File: config.mk
export PLATFORM = sky130hd
export DESIGN_NAME = shift_add_multiplier
export DESIGN_NICKNAME = d
export VERILOG_FILES = /design/src/rtl/shift_add_multiplier_pkg.sv /design/src/rtl/shift_add_multiplier.sv
export SDC_FILE = /design/constraint.sdc
export NUM_CORES = 1
export LEC_CHECK = 0
export CORE_MARGIN = 10
export CORE_UTILIZATION = 46
export CTS_BUF_LIST = sky130_fd_sc_hd__clkbuf_4 sky130_fd_sc_hd__clkbuf_8 sky130_fd_sc_hd__clkbuf_16
export DETAILED_ROUTE_END_ITERATION = 6
export GPL_ROUTABILITY_DRIVEN = 0
export HOLD_SLACK_MARGIN = 0.05
export PLACE_DENSITY_LB_ADDON = 0.1
export SYNTH_ARGS = -nofsm -noshare
export SYNTH_HDL_FRONTEND = slang
export SYNTH_SLANG_ARGS = --single-unit
export TNS_END_PERCENT = 5
File: constraint.sdc
create_clock -name clk_i -period 1.9 [get_ports clk_i]
set_input_delay 0.19 -clock clk_i [delete_from_list [all_inputs] [get_ports clk_i]]
set_output_delay 0.19 -clock clk_i [all_outputs]
set_load 0.01 [all_outputs]
File: src/rtl/shift_add_multiplier_pkg.sv
// Shared arithmetic types for the shift-and-add multiplier: FSM state
// encoding, the {carry, upper, lower} product register and a width check.
package shift_add_multiplier_pkg;

  // The product register is sized for the widest supported operand. A given
  // instance only uses the low DATA_WIDTH bits of each half.
  localparam int unsigned MUL_MAX_WIDTH = 64;

  typedef enum logic [1:0] {
    IDLE     = 2'd0,
    MULTIPLY = 2'd1,
    FINISH   = 2'd2
  } mul_fsm_state_t;

  typedef struct packed {
    logic                     carry;
    logic [MUL_MAX_WIDTH-1:0] upper;
    logic [MUL_MAX_WIDTH-1:0] lower;
  } mul_prod_reg_t;

  function automatic bit mul_width_ok(input int unsigned w);
    return (w >= 4) && (w <= MUL_MAX_WIDTH) && ((w & (w - 1)) == 0);
  endfunction

endpackage

File: src/rtl/shift_add_multiplier.sv
// Sequential shift-and-add unsigned multiplier, one partial product per cycle.
// Optional feature: define MUL_ZERO_BYPASS_EN to short-circuit zero operands.
module shift_add_multiplier
  import shift_add_multiplier_pkg::*;
#(
  parameter int unsigned DATA_WIDTH = 16
) (
  input  logic                    clk_i,
  input  logic                    rst_n_i,
  input  logic                    clk_en_i,
  input  logic [DATA_WIDTH-1:0]   multiplicand_i,
  input  logic [DATA_WIDTH-1:0]   multiplier_i,
  input  logic                    data_valid_i,
  output logic [2*DATA_WIDTH-1:0] product_o,
  output logic                    data_valid_o,
  output logic                    idle_o
);

  localparam int unsigned CNT_W = $clog2(DATA_WIDTH);
  localparam logic [CNT_W-1:0] LAST_ITER = CNT_W'(DATA_WIDTH - 1);

  if (!mul_width_ok(DATA_WIDTH)) begin : g_width_check
    $error("shift_add_multiplier: DATA_WIDTH must be a power of 2 in [4, %0d]",
           MUL_MAX_WIDTH);
  end

  mul_fsm_state_t        state_q, state_d;
  mul_prod_reg_t         prod_q, prod_d;
  logic [DATA_WIDTH-1:0] a_q, a_d;
  logic [CNT_W-1:0]      cnt_q, cnt_d;
  logic                  valid_q, valid_d;
  logic                  idle_q, idle_d;
  logic [DATA_WIDTH:0]   sum;

`ifdef MUL_ZERO_BYPASS_EN
  logic operand_zero;
  assign operand_zero = (multiplicand_i == '0) || (multiplier_i == '0);
`endif

  // NOTE: every variable gets a default before the case so no path leaves it
  // unassigned; a missing default here would infer a latch.
  always_comb begin
    state_d = state_q;
    prod_d  = prod_q;
    a_d     = a_q;
    cnt_d   = cnt_q;
    valid_d = 1'b0;
    idle_d  = idle_q;
    sum     = {prod_q.carry, prod_q.upper[DATA_WIDTH-1:0]};

    case (state_q)
      IDLE: begin
        if (data_valid_i) begin
          a_d                          = multiplicand_i;
          prod_d                       = '0;
          prod_d.lower[DATA_WIDTH-1:0] = multiplier_i;
          cnt_d                        = '0;
          idle_d                       = 1'b0;
          state_d                      = MULTIPLY;
`ifdef MUL_ZERO_BYPASS_EN
          if (operand_zero) begin
            prod_d  = '0;
            state_d = FINISH;
          end
`endif
        end
      end

      MULTIPLY: begin
        // Add A into the upper half when the current multiplier bit is set,
        // then shift the whole {carry, upper, lower} register right by one.
        if (prod_q.lower[0]) begin
          sum = {1'b0, prod_q.upper[DATA_WIDTH-1:0]} + {1'b0, a_q};
        end
        prod_d.carry                 = 1'b0;
        prod_d.upper[DATA_WIDTH-1:0] = sum[DATA_WIDTH:1];
        prod_d.lower[DATA_WIDTH-1:0] = {sum[0], prod_q.lower[DATA_WIDTH-1:1]};
        cnt_d                        = cnt_q + CNT_W'(1);
        if (cnt_q == LAST_ITER) begin
          state_d = FINISH;
        end
      end

      FINISH: begin
        state_d = IDLE;
        valid_d = 1'b1;
        idle_d  = 1'b1;
      end

      default: begin
        state_d = IDLE;
      end
    endcase
  end

  // NOTE: sequential state uses non-blocking assignments so every register
  // samples the pre-edge values, independent of statement order.
  always_ff @(posedge clk_i or negedge rst_n_i) begin
    if (!rst_n_i) begin
      state_q <= IDLE;
      prod_q  <= '0;
      a_q     <= '0;
      cnt_q   <= '0;
      valid_q <= 1'b0;
      idle_q  <= 1'b1;
    end else if (clk_en_i) begin
      state_q <= state_d;
      prod_q  <= prod_d;
      a_q     <= a_d;
      cnt_q   <= cnt_d;
      valid_q <= valid_d;
      idle_q  <= idle_d;
    end
  end

  assign product_o    = {prod_q.upper[DATA_WIDTH-1:0], prod_q.lower[DATA_WIDTH-1:0]};
  assign data_valid_o = valid_q;
  assign idle_o       = idle_q;

endmodule
==> flow_summary.json <==
{
  "status": "complete, but fails checks",
  "violations": "setup timing",
  "synth_cell_types": 48,
  "die_w_um": 103.0,
  "slowest_stage": "dfrtp_1",
  "critPathLaunchType": "flop",
  "max_freq_mhz": 497.1,
  "cts.clk_slew.worst_paths_ns": 0.11,
  "drive_above_1_share_pct": 20.30,
  "clock_path_buffers": 2,
  "fin_crit_ns": 2.012,
  "async_flop_share_pct": 100.0,
  "leakage_nw": 1.934,
  "setup_ws_ns": -0.1115,
  "synth-seq-area-share_pct": 44.26,
  "hold_ws_ns": 0.4028,
  "antenna_found_initial": 0,
  "dr.first_iter.drc_count": 88,
  "ys_ff_latch": 56,
  "core_um2": 6756,
  "port_buffers": 69,
  "dieArea_um2": 10610,
  "cts_made_buffers": 5,
  "end_kind": "flop",
  "setup_violations": 6,
  "slowest_delay_ns": 0.40,
  "drc_errors": 0,
  "drt_first_pass_iters": 4,
  "vias_per_cell": 5.459,
  "gr-total-overflow": 0,
  "ant_nets": 0,
  "fin_cells": 484,
  "synth_area_per_cell_um2": 10.36,
  "crit_type": "flop to flop",
  "grt_pass1_wl_um": 13340,
  "netlist_instances": 306,
  "rr_worst_depth": 8,
  "rows": 30,
  "nets": 457,
  "cp.buffers_inverters": 0,
  "cp_num_cells": 8,
  "final_core_util_pct": 64.20,
  "cts.sinks": 56,
  "syn_nets": 360,
  "ir_drop_uv": 810.8,
  "finalMaxSlewViolations": 0,
  "syn-cell-area_um2": 3169,
  "initial_core_util_pct": 46.91,
  "root_buffer": "clkbuf_8",
  "synth-edff-count": 0,
  "layout_worst_path_cycle_share_pct": 105.9,
  "fin_setup_tns_ns": -0.5063,
  "syn2layout_area_growth_pct": 36.87,
  "fin_skew_ns": 0.008850,
  "cp_data_arrival_time_ns": 2.22,
  "hold_viol": 0,
  "synth_top_flop_cell": "dfrtp_1",
  "fp.dieH_um": 103.0,
  "worst_ep_required_time_ns": 2.10,
  "num_vias": 2642,
  "max_cap_violations": 0,
  "post-place-ws_ns": -0.1373,
  "cp_max_fo": 3,
  "fillCellCount": 566,
  "grt_max_degree": 37,
  "post-dp-hpwl_um": 6164,
  "cp_cell_sequence": "ha_2 > fa_2 > a21o_4 > nand3_1 > nand2_1 > a211oi_2 > nor3_2 > a221o_1",
  "cts_tree": "yes",
  "grt_pass1_vias": 2789,
  "post-place-cells": 475,
  "antennaDiodeCount": 0,
  "ys_warn_count": 0,
  "insertion_delay_ns": 0.31,
  "cpLargestDelayFamily": "compound AO/OA/AOI/OAI gates",
  "avgRoutedWirePerCell_um": 16.35,
  "track_usage_pct": 15.45,
  "max_slew_margin_pct": 61.78,
  "worst_slew_pin_slew_ns": 0.5733,
  "hold_path.class": "primary input to asynchronous set/reset pin",
  "routed_wl_um": 7914,
  "p_per_area_nw_per_um2": 1729,
  "rsz0062_at_grt": "true",
  "io_pins": 70,
  "h-tree-depth": 2
}
==> layout make-up <==
type,count,area [µm²],share of cell area [%]
Clock buffer,5,68.82,1.586
Clock inverter,3,46.29,1.067
Inverter,5,18.77,0.4327
Multi-Input combinational cell,230,1718,39.60
Sequential cell,56,1403,32.33
Tap cell,80,100.1,2.307
Timing Repair Buffer,105,983.4,22.67
==> state kept, by name, indices dropped and copies added, names as in the netlist <==
name          flops
product_o        32
a_q              16
cnt_q             4
state_q           2
data_valid_o      1
idle_o            1
==> per-stage QoR <==
stage	power (W)	cell area (µm²)
after global placement	0.006543	4182
after global routing	0.008117	4338
final	0.007501	4338
after CTS	0.007556	4328
after floorplan	0.004941	3188
after detailed placement	0.006658	4182
==> synthesized netlist by cell type, types with 2 or more instances <==
| library cell | count | area (µm²) |
|---|---|---|
| nor2b_1 | 3 | 18.77 |
| o21ai_0 | 33 | 165.2 |
| nand4_1 | 2 | 12.51 |
| buf_2 | 6 | 30.03 |
| a22oi_1 | 8 | 60.06 |
| mux2_2 | 16 | 180.2 |
| o211ai_2 | 2 | 25.02 |
| xor2_1 | 4 | 35.03 |
| mux2i_1 | 20 | 200.2 |
| nor2_1 | 8 | 30.03 |
| a21oi_2 | 3 | 26.28 |
| a21o_1 | 4 | 30.03 |
| a31oi_1 | 2 | 12.51 |
| nand3_1 | 11 | 55.05 |
| xnor2_1 | 9 | 78.83 |
| a21oi_1 | 10 | 50.05 |
| dfrtp_1 | 55 | 1376 |
| clkbuf_1 | 5 | 18.77 |
| o211ai_1 | 2 | 15.01 |
| o31ai_1 | 3 | 22.52 |
| buf_4 | 3 | 22.52 |
| o21ai_1 | 9 | 45.04 |
| nand2_1 | 40 | 150.1 |
| inv_1 | 5 | 18.77 |
| a211oi_1 | 2 | 15.01 |
| and3_1 | 2 | 12.51 |
| ha_1 | 17 | 212.7 |
| nor2_2 | 2 | 12.51 |
==> placed cells by master, fill, tap and decap left out, types with 2 or more instances in the layout <==
cell type,Yosys,final
a211oi_2,1,2
a21o_1,4,4
a21oi_1,10,10
a21oi_2,3,3
a22oi_1,8,8
a31oi_1,2,2
and3_1,2,2
buf_12,0,2
buf_4,3,33
clkbuf_8,0,5
clkdlybuf4s50_1,0,68
dfrtp_1,55,55
ha_1,17,16
inv_1,5,5
mux2_2,16,16
mux2i_1,20,20
nand2_1,40,40
nand3_1,11,11
nand4_1,2,2
nor2_1,8,7
nor2_4,0,2
nor2b_1,3,2
o211ai_1,2,2
o21ai_0,33,33
o21ai_1,9,9
o31ai_1,3,2
xnor2_1,9,9
xor2_1,4,4
==> metal layers <==
layer | wire, µm | global-route usage (%) | share of wire [%]
met3 | 508 | 3.083 | 6.4
met1 | 3335 | 18.54 | 42
met4 | 44 | 3.209 | 0.56
met5 | 0 | 0 | 0
met2 | 4025 | 27.79 | 51
==> where the power goes <==
part / internal, W / total [W] / switching, W
Clock: 0.000398 / 0.000809 / 0.000411
Combinational: 0.00234 / 0.00458 / 0.00223
Sequential: 0.00172 / 0.00212 / 0.000394
==> final timing paths <==
kind / slack (ns) / end / from
max in group asynchronous: 0.91 / product_o[29]$_DFFE_PN0P_ / rst_n_i
setup reg to reg: -0.11 / product_o[21]$_DFFE_PN0P_ / a_q[0]$_DFFE_PN0P_
hold / removal: 0.40 / product_o[2]$_DFFE_PN0P_ / rst_n_i
min in group clk_i: 0.48 / idle_o$_DFFE_PN1P_ / idle_o$_DFFE_PN1P_
setup / recovery: -0.11 / product_o[21]$_DFFE_PN0P_ / a_q[0]$_DFFE_PN0P_
hold reg to reg: 0.48 / idle_o$_DFFE_PN1P_ / idle_o$_DFFE_PN1P_
==> logic make-up after synthesis <==
| family | share of synthesized area [%] |
|---|---|
| muxes | 12.00 |
| AOI/OAI and AO/OA | 18.87 |
| and+or+nand+nor | 10.74 |
| xor gates and xnor gates | 3.593 |
| adders and majority gates | 7.343 |
| DFF | 44.26 |
| buffers and inverters | 3.198 |
==> timing repair <==
item	CTS	global route
gates resized for setup	4	2
hold endpoints to repair	21	0
hold buffers	1	0
pin swaps	9	2
setup endpoints to repair	7	12
buffers inserted	0	0
(Power assumes the default switching activity.)
==> variant: new RTL, same flow settings <==
Change the parameter `DATA_WIDTH` from 16 to 32.
--- a/src/rtl/shift_add_multiplier.sv
+++ b/src/rtl/shift_add_multiplier.sv
@@ -3,7 +3,7 @@
 module shift_add_multiplier
   import shift_add_multiplier_pkg::*;
 #(
-  parameter int unsigned DATA_WIDTH = 16
+  parameter int unsigned DATA_WIDTH = 32
 ) (
   input  logic                    clk_i,
   input  logic                    rst_n_i,
Interface: changed (resized multiplicand_i, multiplier_i and product_o); port bits go from 70 to 134. The function was not compared with the original's and may differ.
==> variant against the unedited design <==
The flow still finishes with violations (negative setup slack); final cell count rose by 130%; clock power is 150% higher; sequential cell count rose by 49; largest power group unchanged; setup slack got worse by 0.70 ns; wire length rose by 140%; power increased by 69%; area after synthesis increased by 94%; design area up 110%; first-iteration DRC count grew to 4.6 times the old value.
==> variant: results (changes against the unedited design) <==
outcome=finished with violations (unchanged); failing checks=negative setup slack (unchanged); Longest Clk Path Bufs=2 (unchanged); vias in the first global route=6,334 (was 2,789); Clock transition at path regs=0.08 ns (was 0.11 ns); Ant. Diodes=0 (unchanged); clk_lat worst skew=0.37 ns (was 0.31 ns); CTS H-tree depth=3 (was 2); TritonCTS buffer count=9 (was 5); Arr. time, crit path=2.99 ns (was 2.22 ns); layout cells sized above 1=0.204 (was 0.203); Root Buffer=clkbuf_16 (was clkbuf_8); Slowest cell on crit path=or4_4 (was dfrtp_1); worst vdd ir=778 uV (was 811 uV); placed inst area=8630 sq um (was 4180 sq um); Reg-to-Reg Start=product_o[38] (was a_q[0]); synth warn=0 (unchanged); Vias per Instance=5.40 (was 5.46); top post-synthesis cells by area=dfrtp_1 42%, nand2_1 12%, ha_1 6.9%, o21ai_0 4.6%, a22oi_1 3.8% (was dfrtp_1 43%, ha_1 6.7%, mux2i_1 6.3%, mux2_2 5.7%, o21ai_0 5.2%); Layout fillers=1,085 (was 566); setup violators final=27 (was 6); r2r endpoint=product_o[60] (was product_o[21]); initial drt markers=403 (was 88); DR pass1 iterations=5 (was 4); initial antenna violation count=0 (unchanged); Wirelength per Cell=16.8 um (was 16.4 um); Setup TNS Final=-14.17 ns (was -0.506 ns); setup ws final=-0.808 ns (was -0.112 ns); register area share after synthesis=0.427 (was 0.443); main flop type after synthesis=dfrtp_1 (unchanged); first-pass GRT wire length=31.3 mm (was 13.3 mm); Yosys cell types=60 (was 48); max reg flops=64 (was 32); Detail Placement HPWL=14.2 mm (was 6.16 mm); fraction of registers with async set/reset=1.00 (unchanged); # port buffers=133 (was 69); Final #Nets=1,051 (was 457); worst min-delay path class=in2async (unchanged); Critical Path Fanout Max=3 (unchanged); post-place setup slack=-0.878 ns (was -0.137 ns); R2R depth=10 (was 8); max incr delay on CP=0.52 ns (was 0.40 ns); Synth top cells by count=197 x nand2_1, 104 x dfrtp_1, 57 x o21ai_0, 37 x a21oi_1, 34 x ha_1 (was 55 x dfrtp_1, 40 x nand2_1, 33 x o21ai_0, 20 x mux2i_1, 17 x ha_1); GRT Overall Usage=0.209 (was 0.155); largest net degree at the start of global routing=40 (was 37); worst clock skew=0.0137 ns (was 0.00885 ns); Worst Tran Pin Value=0.601 ns (was 0.573 ns); Syn Nets=810 (was 360); leakage power=0.00431 uW (was 0.00193 uW)
## variant: worst max-delay path by stage
stage | start | endpoint | cells after the start
4_1_cts | product_o[38] | product_o[60] | 10
2_1_floorplan | product_o[38] | product_o[60] | 10
3_3_place_gp | product_o[38] | product_o[60] | 10
5_1_grt | a_q[6] | product_o[62] | 11
3_5_place_dp | product_o[39] | product_o[60] | 10
6_report | product_o[38] | product_o[60] | 10
## variant: area by class of cell
type / count / share of cell area
clock buffer: 10 / 0.0256
clock inverter: 6 / 0.00921
inverter: 9 / 0.00371
multi-input combinational: 555 / 0.384
sequential: 105 / 0.289
tap: 176 / 0.0242
timing repair buffer: 268 / 0.265
## variant: kinds of logic (layout without fill, tap and decap cells)
logic type      Yosys count  after routing  synth area share
flops                   105            105             0.427
fa+ha+maj                35             35            0.0723
mux                      19             19            0.0319
simple gates            295            295             0.207
buf+inv                  47            293            0.0350
xor+xnor                 27             27            0.0384
compound gates          179            179             0.189
## variant: timing repair
item / 4_1_cts / 5_1_grt
setup buffers: 4 / 4
hold buffers: 1 / 0
pin swaps: 14 / 7
hold endpoints to repair: 29 / 0
endpoints found under the setup margin: 27 / 29
gates resized for setup: 23 / 8
cloned: 0 / 0
## variant: metrics by stage
stage           util  hold WS (ns)  std cells
5_1_grt        0.690         0.351       1129
2_1_floorplan      -        -0.106        707
6_report       0.690         0.323       1129
3_5_place_dp   0.654         0.174       1104
3_3_place_gp   0.654         0.167       1104
4_1_cts        0.685         0.326       1125
## variant: metal layers
metal	GRT usage	vias to the layer above	share of wire
met5	0	-	0
met4	0.0574	0	0.020
met3	0.0708	34	0.079
met2	0.350	195	0.48
met1	0.249	2906	0.42
li1	-	2964	-
## variant: worst max-delay path, delay by kind of cell, from the launching register on
family / cells / cell delay, ns
fa+ha+maj: 1 / 0.25
flops: 1 / 0.43
compound gates: 6 / 1.03
mux: 1 / 0.32
simple gates: 2 / 0.62
## variant: report_power, final
group          internal, uW  total, uW  leakage (uW)  switching (uW)
combinational          3780       7040       0.00278            3270
clock                  1070       2010      0.000156             943
sequential             3010       3620       0.00137             613
